File: src/rtl/peripheral_uart_fifo.sv
// peripheral_uart_fifo: memory-mapped UART with TX/RX FIFOs, a 16x-oversampling
// receiver, sticky error flags and a maskable level interrupt.
// Optional feature: define UART_PARITY_EN to add the CTRL register (b0 parity enable,
// b1 odd parity), a TX parity bit and RX parity checking into PAR_ERR.
module peripheral_uart_fifo #(
    parameter int unsigned DATA_W     = 8,
    parameter int unsigned FIFO_DEPTH = 16,
    parameter logic [15:0] DIV_RESET  = 16'd26
) (
    input  logic        clk,
    input  logic        rst,
    input  logic        cs,
    input  logic        rd,
    input  logic        wr,
    input  logic [3:0]  addr,
    input  logic [15:0] data_in,
    output logic [15:0] data_out,
    input  logic        uart_rx,
    output logic        uart_tx,
    output logic        tx_led,
    output logic        rx_led,
    output logic        irq
);

    localparam int unsigned AW = $clog2(FIFO_DEPTH);
    localparam int unsigned CW = AW + 1;
    localparam logic [CW-1:0] FULL_CNT = CW'(FIFO_DEPTH);
    localparam logic [3:0] LAST_BIT = 4'(DATA_W - 1);

    localparam logic [3:0] ADDR_TXDATA = 4'h0;
    localparam logic [3:0] ADDR_RXDATA = 4'h2;
    localparam logic [3:0] ADDR_STATUS = 4'h4;
    localparam logic [3:0] ADDR_CLEAR  = 4'h6;
    localparam logic [3:0] ADDR_DIV    = 4'h8;
    localparam logic [3:0] ADDR_IRQ_EN = 4'hA;
    localparam logic [3:0] ADDR_LEVEL  = 4'hC;
    localparam logic [3:0] ADDR_CTRL   = 4'hE;

`ifdef UART_PARITY_EN
    typedef enum logic [2:0] {TxIdle, TxStart, TxData, TxParity, TxStop} tx_state_e;
    typedef enum logic [2:0] {RxIdle, RxStart, RxData, RxParity, RxStop} rx_state_e;
`else
    typedef enum logic [1:0] {TxIdle, TxStart, TxData, TxStop} tx_state_e;
    typedef enum logic [1:0] {RxIdle, RxStart, RxData, RxStop} rx_state_e;
`endif

    // Bus decode: a write wins over a simultaneous read, which then has no side effect
    logic wr_en, rd_en;
    assign wr_en = cs & wr;
    assign rd_en = cs & rd & ~wr;

    logic div_wr, irq_en_wr, clr_wr, tx_wr;
    assign div_wr    = wr_en & (addr == ADDR_DIV);
    assign irq_en_wr = wr_en & (addr == ADDR_IRQ_EN);
    assign clr_wr    = wr_en & (addr == ADDR_CLEAR);
    assign tx_wr     = wr_en & (addr == ADDR_TXDATA);

    logic [15:0] div_q;
    logic [2:0]  irq_en_q;
    logic [15:0] tick_cnt;
    logic        tick;

    // Configuration registers
    always_ff @(posedge clk or negedge rst) begin
        if (!rst) begin
            div_q    <= DIV_RESET;
            irq_en_q <= '0;
        end else begin
            if (div_wr)    div_q    <= data_in;
            if (irq_en_wr) irq_en_q <= data_in[2:0];
        end
    end

`ifdef UART_PARITY_EN
    logic [1:0] ctrl_q;
    // Parity control register
    always_ff @(posedge clk or negedge rst) begin
        if (!rst) begin
            ctrl_q <= '0;
        end else if (wr_en && (addr == ADDR_CTRL)) begin
            ctrl_q <= data_in[1:0];
        end
    end
`endif

    // Oversample tick generator; a divisor write restarts the count
    always_ff @(posedge clk or negedge rst) begin
        if (!rst) begin
            tick_cnt <= '0;
        end else if (div_wr || tick) begin
            tick_cnt <= '0;
        end else begin
            tick_cnt <= tick_cnt + 16'd1;
        end
    end
    assign tick = (tick_cnt == div_q);

    // ---------------- TX FIFO ----------------
    logic [DATA_W-1:0] tx_mem [FIFO_DEPTH];
    logic [AW-1:0]     tx_wptr, tx_rptr;
    logic [CW-1:0]     tx_count;
    logic              tx_full, tx_empty, tx_push, tx_pop, tx_ovf_set;
    logic [DATA_W-1:0] tx_head;
    tx_state_e         tx_state;
    logic [3:0]        tx_tcnt, tx_bit;
    logic [DATA_W-1:0] tx_shift;

    assign tx_full    = (tx_count == FULL_CNT);
    assign tx_empty   = (tx_count == '0);
    assign tx_head    = tx_mem[tx_rptr];
    assign tx_pop     = tick & ~tx_empty &
                        ((tx_state == TxIdle) | ((tx_state == TxStop) & (tx_tcnt == 4'd15)));
    assign tx_push    = tx_wr & (~tx_full | tx_pop);
    assign tx_ovf_set = tx_wr & tx_full & ~tx_pop;

    // TX FIFO storage
    always_ff @(posedge clk) begin
        if (tx_push) tx_mem[tx_wptr] <= data_in[DATA_W-1:0];
    end

    // TX FIFO pointers and occupancy
    always_ff @(posedge clk or negedge rst) begin
        if (!rst) begin
            tx_wptr  <= '0;
            tx_rptr  <= '0;
            tx_count <= '0;
        end else begin
            if (tx_push) tx_wptr <= tx_wptr + AW'(1);
            if (tx_pop)  tx_rptr <= tx_rptr + AW'(1);
            if (tx_push && !tx_pop)      tx_count <= tx_count + CW'(1);
            else if (tx_pop && !tx_push) tx_count <= tx_count - CW'(1);
        end
    end

`ifdef UART_PARITY_EN
    logic tx_par;
`endif

    // TX serializer: one bit per 16 ticks, stop bit chains straight into the next start
    always_ff @(posedge clk or negedge rst) begin
        if (!rst) begin
            tx_state <= TxIdle;
            uart_tx  <= 1'b1;
            tx_led   <= 1'b0;
            tx_tcnt  <= '0;
            tx_bit   <= '0;
            tx_shift <= '0;
`ifdef UART_PARITY_EN
            tx_par   <= 1'b0;
`endif
        end else if (tick) begin
            unique case (tx_state)
                TxIdle: begin
                    if (!tx_empty) begin
                        tx_state <= TxStart;
                        uart_tx  <= 1'b0;
                        tx_led   <= 1'b1;
                        tx_shift <= tx_head;
                        tx_tcnt  <= '0;
`ifdef UART_PARITY_EN
                        tx_par   <= ^tx_head;
`endif
                    end
                end
                TxStart: begin
                    tx_tcnt <= tx_tcnt + 4'd1;
                    if (tx_tcnt == 4'd15) begin
                        tx_state <= TxData;
                        uart_tx  <= tx_shift[0];
                        tx_bit   <= '0;
                    end
                end
                TxData: begin
                    tx_tcnt <= tx_tcnt + 4'd1;
                    if (tx_tcnt == 4'd15) begin
                        if (tx_bit == LAST_BIT) begin
`ifdef UART_PARITY_EN
                            if (ctrl_q[0]) begin
                                tx_state <= TxParity;
                                uart_tx  <= tx_par ^ ctrl_q[1];
                            end else begin
                                tx_state <= TxStop;
                                uart_tx  <= 1'b1;
                            end
`else
                            tx_state <= TxStop;
                            uart_tx  <= 1'b1;
`endif
                        end else begin
                            tx_bit   <= tx_bit + 4'd1;
                            tx_shift <= tx_shift >> 1;
                            uart_tx  <= tx_shift[1];
                        end
                    end
                end
`ifdef UART_PARITY_EN
                TxParity: begin
                    tx_tcnt <= tx_tcnt + 4'd1;
                    if (tx_tcnt == 4'd15) begin
                        tx_state <= TxStop;
                        uart_tx  <= 1'b1;
                    end
                end
`endif
                TxStop: begin
                    tx_tcnt <= tx_tcnt + 4'd1;
                    if (tx_tcnt == 4'd15) begin
                        if (!tx_empty) begin
                            tx_state <= TxStart;
                            uart_tx  <= 1'b0;
                            tx_shift <= tx_head;
                            tx_tcnt  <= '0;
`ifdef UART_PARITY_EN
                            tx_par   <= ^tx_head;
`endif
                        end else begin
                            tx_state <= TxIdle;
                            tx_led   <= 1'b0;
                        end
                    end
                end
                default: tx_state <= TxIdle;
            endcase
        end
    end

    // ---------------- RX path ----------------
    logic rx_s1, rx_s2, rx_prev, rx_fall;

    // Two-flop synchronizer plus one stage for falling-edge detection
    always_ff @(posedge clk or negedge rst) begin
        if (!rst) begin
            rx_s1   <= 1'b1;
            rx_s2   <= 1'b1;
            rx_prev <= 1'b1;
        end else begin
            rx_s1   <= uart_rx;
            rx_s2   <= rx_s1;
            rx_prev <= rx_s2;
        end
    end
    assign rx_fall = rx_prev & ~rx_s2;

    logic [DATA_W-1:0] rx_mem [FIFO_DEPTH];
    logic [AW-1:0]     rx_wptr, rx_rptr;
    logic [CW-1:0]     rx_count;
    logic              rx_full, rx_empty, rx_push, rx_pop;
    rx_state_e         rx_state;
    logic [3:0]        rx_tcnt, rx_bit;
    logic [DATA_W-1:0] rx_shift;
    logic              rx_stop_hit, rx_ovf_set, frame_set, par_set;

    assign rx_full     = (rx_count == FULL_CNT);
    assign rx_empty    = (rx_count == '0);
    assign rx_pop      = rd_en & (addr == ADDR_RXDATA) & ~rx_empty;
    assign rx_stop_hit = tick & (rx_state == RxStop) & (rx_tcnt == 4'd15);
    assign frame_set   = rx_stop_hit & ~rx_s2;
    assign rx_push     = rx_stop_hit & rx_s2 & (~rx_full | rx_pop);
    assign rx_ovf_set  = rx_stop_hit & rx_s2 & rx_full & ~rx_pop;
`ifdef UART_PARITY_EN
    assign par_set = tick & (rx_state == RxParity) & (rx_tcnt == 4'd15) &
                     (rx_s2 != (^rx_shift ^ ctrl_q[1]));
`else
    assign par_set = 1'b0;
`endif

    // RX deserializer: start confirmed mid-bit, then one sample every 16 ticks
    always_ff @(posedge clk or negedge rst) begin
        if (!rst) begin
            rx_state <= RxIdle;
            rx_led   <= 1'b0;
            rx_tcnt  <= '0;
            rx_bit   <= '0;
            rx_shift <= '0;
        end else begin
            unique case (rx_state)
                RxIdle: begin
                    if (rx_fall) begin
                        rx_state <= RxStart;
                        rx_led   <= 1'b1;
                        rx_tcnt  <= '0;
                    end
                end
                RxStart: begin
                    if (tick) begin
                        rx_tcnt <= rx_tcnt + 4'd1;
                        if (rx_tcnt == 4'd7) begin
                            rx_tcnt <= '0;
                            rx_bit  <= '0;
                            if (!rx_s2) begin
                                rx_state <= RxData;
                            end else begin
                                // Line went high again: glitch, not a start bit
                                rx_state <= RxIdle;
                                rx_led   <= 1'b0;
                            end
                        end
                    end
                end
                RxData: begin
                    if (tick) begin
                        rx_tcnt <= rx_tcnt + 4'd1;
                        if (rx_tcnt == 4'd15) begin
                            rx_shift <= {rx_s2, rx_shift[DATA_W-1:1]};
                            rx_bit   <= rx_bit + 4'd1;
                            if (rx_bit == LAST_BIT) begin
`ifdef UART_PARITY_EN
                                rx_state <= ctrl_q[0] ? RxParity : RxStop;
`else
                                rx_state <= RxStop;
`endif
                            end
                        end
                    end
                end
`ifdef UART_PARITY_EN
                RxParity: begin
                    if (tick) begin
                        rx_tcnt <= rx_tcnt + 4'd1;
                        if (rx_tcnt == 4'd15) rx_state <= RxStop;
                    end
                end
`endif
                RxStop: begin
                    if (tick) begin
                        rx_tcnt <= rx_tcnt + 4'd1;
                        if (rx_tcnt == 4'd15) begin
                            rx_state <= RxIdle;
                            rx_led   <= 1'b0;
                        end
                    end
                end
                default: rx_state <= RxIdle;
            endcase
        end
    end

    // RX FIFO storage
    always_ff @(posedge clk) begin
        if (rx_push) rx_mem[rx_wptr] <= rx_shift;
    end

    // RX FIFO pointers and occupancy
    always_ff @(posedge clk or negedge rst) begin
        if (!rst) begin
            rx_wptr  <= '0;
            rx_rptr  <= '0;
            rx_count <= '0;
        end else begin
            if (rx_push) rx_wptr <= rx_wptr + AW'(1);
            if (rx_pop)  rx_rptr <= rx_rptr + AW'(1);
            if (rx_push && !rx_pop)      rx_count <= rx_count + CW'(1);
            else if (rx_pop && !rx_push) rx_count <= rx_count - CW'(1);
        end
    end

    // ---------------- Flags, readback, interrupt ----------------
    logic rx_ovf, frame_err, tx_ovf, par_err;

    // Sticky error flags; a set event beats a same-cycle clear
    always_ff @(posedge clk or negedge rst) begin
        if (!rst) begin
            rx_ovf    <= 1'b0;
            frame_err <= 1'b0;
            tx_ovf    <= 1'b0;
        end else begin
            rx_ovf    <= rx_ovf_set | (rx_ovf    & ~(clr_wr & data_in[5]));
            frame_err <= frame_set  | (frame_err & ~(clr_wr & data_in[6]));
            tx_ovf    <= tx_ovf_set | (tx_ovf    & ~(clr_wr & data_in[7]));
        end
    end

`ifdef UART_PARITY_EN
    // Sticky parity error flag
    always_ff @(posedge clk or negedge rst) begin
        if (!rst) par_err <= 1'b0;
        else      par_err <= par_set | (par_err & ~(clr_wr & data_in[8]));
    end
`else
    assign par_err = par_set;
`endif

    logic [15:0] ctrl_rd;
`ifdef UART_PARITY_EN
    assign ctrl_rd = {14'd0, ctrl_q};
`else
    assign ctrl_rd = 16'd0;
`endif

    logic [15:0] read_data;

    // Read data mux; unmapped and write-only addresses read as zero
    always_comb begin
        read_data = '0;
        case (addr)
            ADDR_RXDATA: read_data = rx_empty ? 16'd0 : 16'(rx_mem[rx_rptr]);
            ADDR_STATUS: read_data = {7'd0, par_err, tx_ovf, frame_err, rx_ovf, tx_led,
                                      rx_empty, rx_full, tx_empty, tx_full};
            ADDR_DIV:    read_data = div_q;
            ADDR_IRQ_EN: read_data = {13'd0, irq_en_q};
            ADDR_LEVEL:  read_data = {8'(rx_count), 8'(tx_count)};
            ADDR_CTRL:   read_data = ctrl_rd;
            default:     read_data = '0;
        endcase
    end

    // Registered read port, holds between reads
    always_ff @(posedge clk or negedge rst) begin
        if (!rst)       data_out <= '0;
        else if (rd_en) data_out <= read_data;
    end

    // Level interrupt from enabled conditions
    always_ff @(posedge clk or negedge rst) begin
        if (!rst) begin
            irq <= 1'b0;
        end else begin
            irq <= (irq_en_q[0] & ~rx_empty) |
                   (irq_en_q[1] & tx_empty & ~tx_led) |
                   (irq_en_q[2] & (rx_ovf | frame_err | tx_ovf | par_err));
        end
    end

endmodule

File: config.mk
export PLATFORM = sky130hd
export DESIGN_NAME = peripheral_uart_fifo
export DESIGN_NICKNAME = d
export VERILOG_FILES = /design/src/rtl/peripheral_uart_fifo.sv
export SDC_FILE = /design/constraint.sdc
export NUM_CORES = 1
export LEC_CHECK = 0
export ABC_CLOCK_PERIOD_IN_PS = 8950
export BUFFER_PORTS_ARGS = -buffer_cell sky130_fd_sc_hd__buf_2
export CAP_MARGIN = 5
export CELL_PAD_IN_SITES_DETAIL_PLACEMENT = 2
export CELL_PAD_IN_SITES_GLOBAL_PLACEMENT = 2
export CORE_MARGIN = 1.5
export CORE_UTILIZATION = 50
export DETAILED_ROUTE_END_ITERATION = 10
export HOLD_SLACK_MARGIN = 0.08
export PLACE_DENSITY = 0.84
export SYNTH_ARGS = -nofsm -noshare
export SYNTH_HDL_FRONTEND = slang
export SYNTH_SLANG_ARGS = --single-unit
File: constraint.sdc
create_clock -name clk -period 8.95 [get_ports clk]
set_clock_uncertainty 0.15 [all_clocks]
set_input_delay 0.4475 -clock clk [delete_from_list [all_inputs] [get_ports clk]]
set_output_delay 0.4475 -clock clk [all_outputs]
set_load 0.01 [all_outputs]
==> results.yml <==
outcome:
  status: "finished, final reports clean"
worst_setup_path:
  cp_common_cell: "ha_1"
  crit_chain: "nor4_1 -> nand2_1 -> and2_0 -> a21oi_2 -> nor2_1 -> ha_1 -> inv_1 -> ha_1 -> nor2b_1 -> o21a_1 -> or3_1 -> a21oi_1 -> xor2_1"
  crit_type: "reg -> reg"
  arrival_ps: 5020
  crit_family: "simple AND/OR/NAND/NOR gates"
  crit_path_end_kind: "register"
  critPathLaunchType: "register"
  path_max_fanout: 18
  cp_slowest_cell: "a21oi_2"
  crit_required_ps: 9280
  path_buf_inv: 1
  max_stage_delay_ps: 870
timing:
  finalCritPeriodShare_pct: 52.4
  fmax_ghz: 0.213
  finalHoldViolCount: 0
  rsz0062_at_grt: "false"
  period_needed_ps: 4690
  setup_viol: 0
  tns_ps: 0
  relSlewSlack_pct: 24.9
  worst_slew_pin_slew_ps: 1130
  drv_slew: 0
layout:
  final_common_cell: "edfxtp_1"
  multiInputGateArea_mm2: 0.00549
  regArea_mm2: 0.0108
  synthToLayoutAreaGrowth_pct: 13.7
  final_cell_mix: "edfxtp_1, dfrtp_1, mux4_2"
  final_net_count: 1211
  drive_gt1_share_pct: 24.2
  fillers: 2810
floorplanning:
  rows: 66
  die_width_um: 185
  dieArea_mm2: 0.0343
  core_mm2: 0.0326
  ios: 46
  start_util_pct: 50.8
  dieHeight_um: 185
synth:
  yosysTopAreaCell: "edfxtp_1"
  syn_inst: 1076
  ys_seq_elements: 379
  syn_area_per_cell_um2: 15.4
  async_reset_ff_share_pct: 32.5
  synthFlopType: "edfxtp_1"
  syn-cell-area_mm2: 0.0166
  synth_edf_count: 256
  yosysSeqAreaShare_pct: 65.0
  synth_area_leaders: "edfxtp_1, dfrtp_1, mux4_2"
  yosysTopAreaCellShare_pct: 46.4
  syn-num-nets: 1132
  synthDistinctLibCells: 63
  ys_warn_count: 0
routing:
  dr.pass1.iters: 5
  wirelength_mm: 55.4
  post_drt_wl_per_cell_um: 34.0
  drtIter0Drc: 826
  drc: 0
  vias: 10500
  antenna_left: 0
  via_per_inst: 6.42
place:
  dp_hpwl_mm: 31.6
  gp_congestion: 0.772
  port-buffer-count: 45
clocking:
  root_buffer: "clkbuf_16"
  cts.sinks: 379
  post_cts_buffers: 0
  cts.htree.levels: 2
  clk_path_buf_depth: 3
  cts_tree: "yes"
  cts-hold-fix-buffers: 10
  ctsResizeCount: 0
  clkTransAtPathRegs_ps: 70
  clk_latency_ps: 570
  cts_buffers: 41
global_route:
  grt_pass1_wl_mm: 82.5
  grt.overflow.total: 0
  grt_usage_pct: 33.9
  grt_pass1_vias: 11800
  antenna_found_initial: 1
  grt_max_degree: 67
hold_path:
  hold_class: "in -> reg"
power:
  p_sw_share_pct: 31.3
  finalPower_mw: 4.92
  sequentialPowerShare_pct: 44.2
  peakVddDrop_mv: 0.212
  pwr-share-comb_pct: 20.6
  p_clk_share_pct: 35.2
  power_density_mw_per_mm2: 261
  intPower_mw: 3.38
  p_leak_nw: 7.16
  power.switching_mw: 1.54
job:
  cap_viol_max_count: 0
-- worst reg2reg max path, delay by kind of cell (launching register included) --
kind	cells	cell delay, ps
AO/OA/AOI/OAI	3	1260
XOR/XNOR	1	180
adder cells (fa/ha/maj)	2	610
buffers and inverters	1	160
flip-flops	1	440
AND/OR/NAND/NOR	6	1820
-- power by group through the flow --
stage	Combinational, mW	Clock (mW)	Sequential [mW]
final	1.02	1.73	2.17
after global routing	1.09	1.81	2.18
after CTS	1.00	1.74	2.16
after detailed placement	0.932	0	2.18
after global placement	0.868	0	2.16
after floorplan	0.685	0	2.10
-- cells in the mapped netlist (all sizes together) (10+ instances only) --
cell      n
a22oi    12
nand3    27
nor2     49
nor3     40
mux2     55
mux4     68
nor2b    10
clkbuf   38
o211ai   11
edfxtp  256
nand2    66
xor2     13
o21ai    33
inv      28
nand4    13
dfrtp   116
a21oi    17
and3     11
xnor2    36
mux2i    25
buf      17
ha       28
-- flip-flops by register name (all words and copies together), names as in the netlist, 2 cells and up, named ones only --
| name | count |
|---|---|
| data_out | 16 |
| div_q | 16 |
| irq_en_q | 3 |
| rx_bit | 4 |
| rx_count | 5 |
| rx_mem | 128 |
| rx_rptr | 4 |
| rx_shift | 8 |
| rx_tcnt | 4 |
| rx_wptr | 4 |
| tick_cnt | 16 |
| tx_bit | 4 |
| tx_count | 5 |
| tx_mem | 128 |
| tx_rptr | 4 |
| tx_shift | 8 |
| tx_state | 2 |
| tx_tcnt | 4 |
| tx_wptr | 4 |
-- per-layer routing --
metal / GRT usage [%] / part of all wire [%] / vias to the layer above
li1: - / - / 4315
met1: 40.2 / 38 / 5643
met2: 61.3 / 54 / 382
met3: 4.72 / 4.4 / 127
met4: 15.5 / 4.2 / 0
met5: 0 / 0 / -
-- worst paths after layout --
check                      cells past startpoint             to   startpoint  slack (ps)
max in group asynchronous                      3     tx_rptr[0]          rst        6820
min in group asynchronous                      2    tick_cnt[0]          rst         320
min reg2reg                                    0          rx_s2        rx_s1         210
max                                           13    tx_count[4]  tx_count[1]        4260
min                                            1  tx_mem[14][4]   data_in[4]         170
max reg2reg                                   13    tx_count[4]  tx_count[1]        4260
-- final cells by class --
class                           instances  area share [%]
Inverter                               28           0.558
Sequential cell                       379            57.2
Clock buffer                           58            6.22
Multi-Input combinational cell        614            29.1
Timing Repair Buffer                   91            3.19
Tap cell                              442            2.93
Clock inverter                         18           0.770
Antenna cell                            1          0.0133
-- cell families (layout without fill, tap and decap cells) --
kind of cell,count (synthesis),count (layout),synth area share (%)
flip-flops,379,379,65.0
AND/OR/NAND/NOR,261,261,7.87
multiplexers,148,148,14.8
AO/OA/AOI/OAI,126,126,5.23
buffers and inverters,83,195,2.10
XOR/XNOR,49,49,2.59
adder cells (fa/ha/maj),30,30,2.36
other,0,1,0
-- metrics by stage --
stage	setup WS [ps]	std cells	instance area [µm²]	hold WS, ps	utilization (%)
6_report	4260	1631	18800	173	57.8
5_1_grt	3930	1631	18800	173	57.8
4_1_cts	4390	1630	18800	154	57.8
3_5_place_dp	4550	1544	17400	199	53.4
3_3_place_gp	4800	1544	17400	197	53.4
2_1_floorplan	5320	1076	16600	1.91	-
Power figures use the tool's default switching activity.
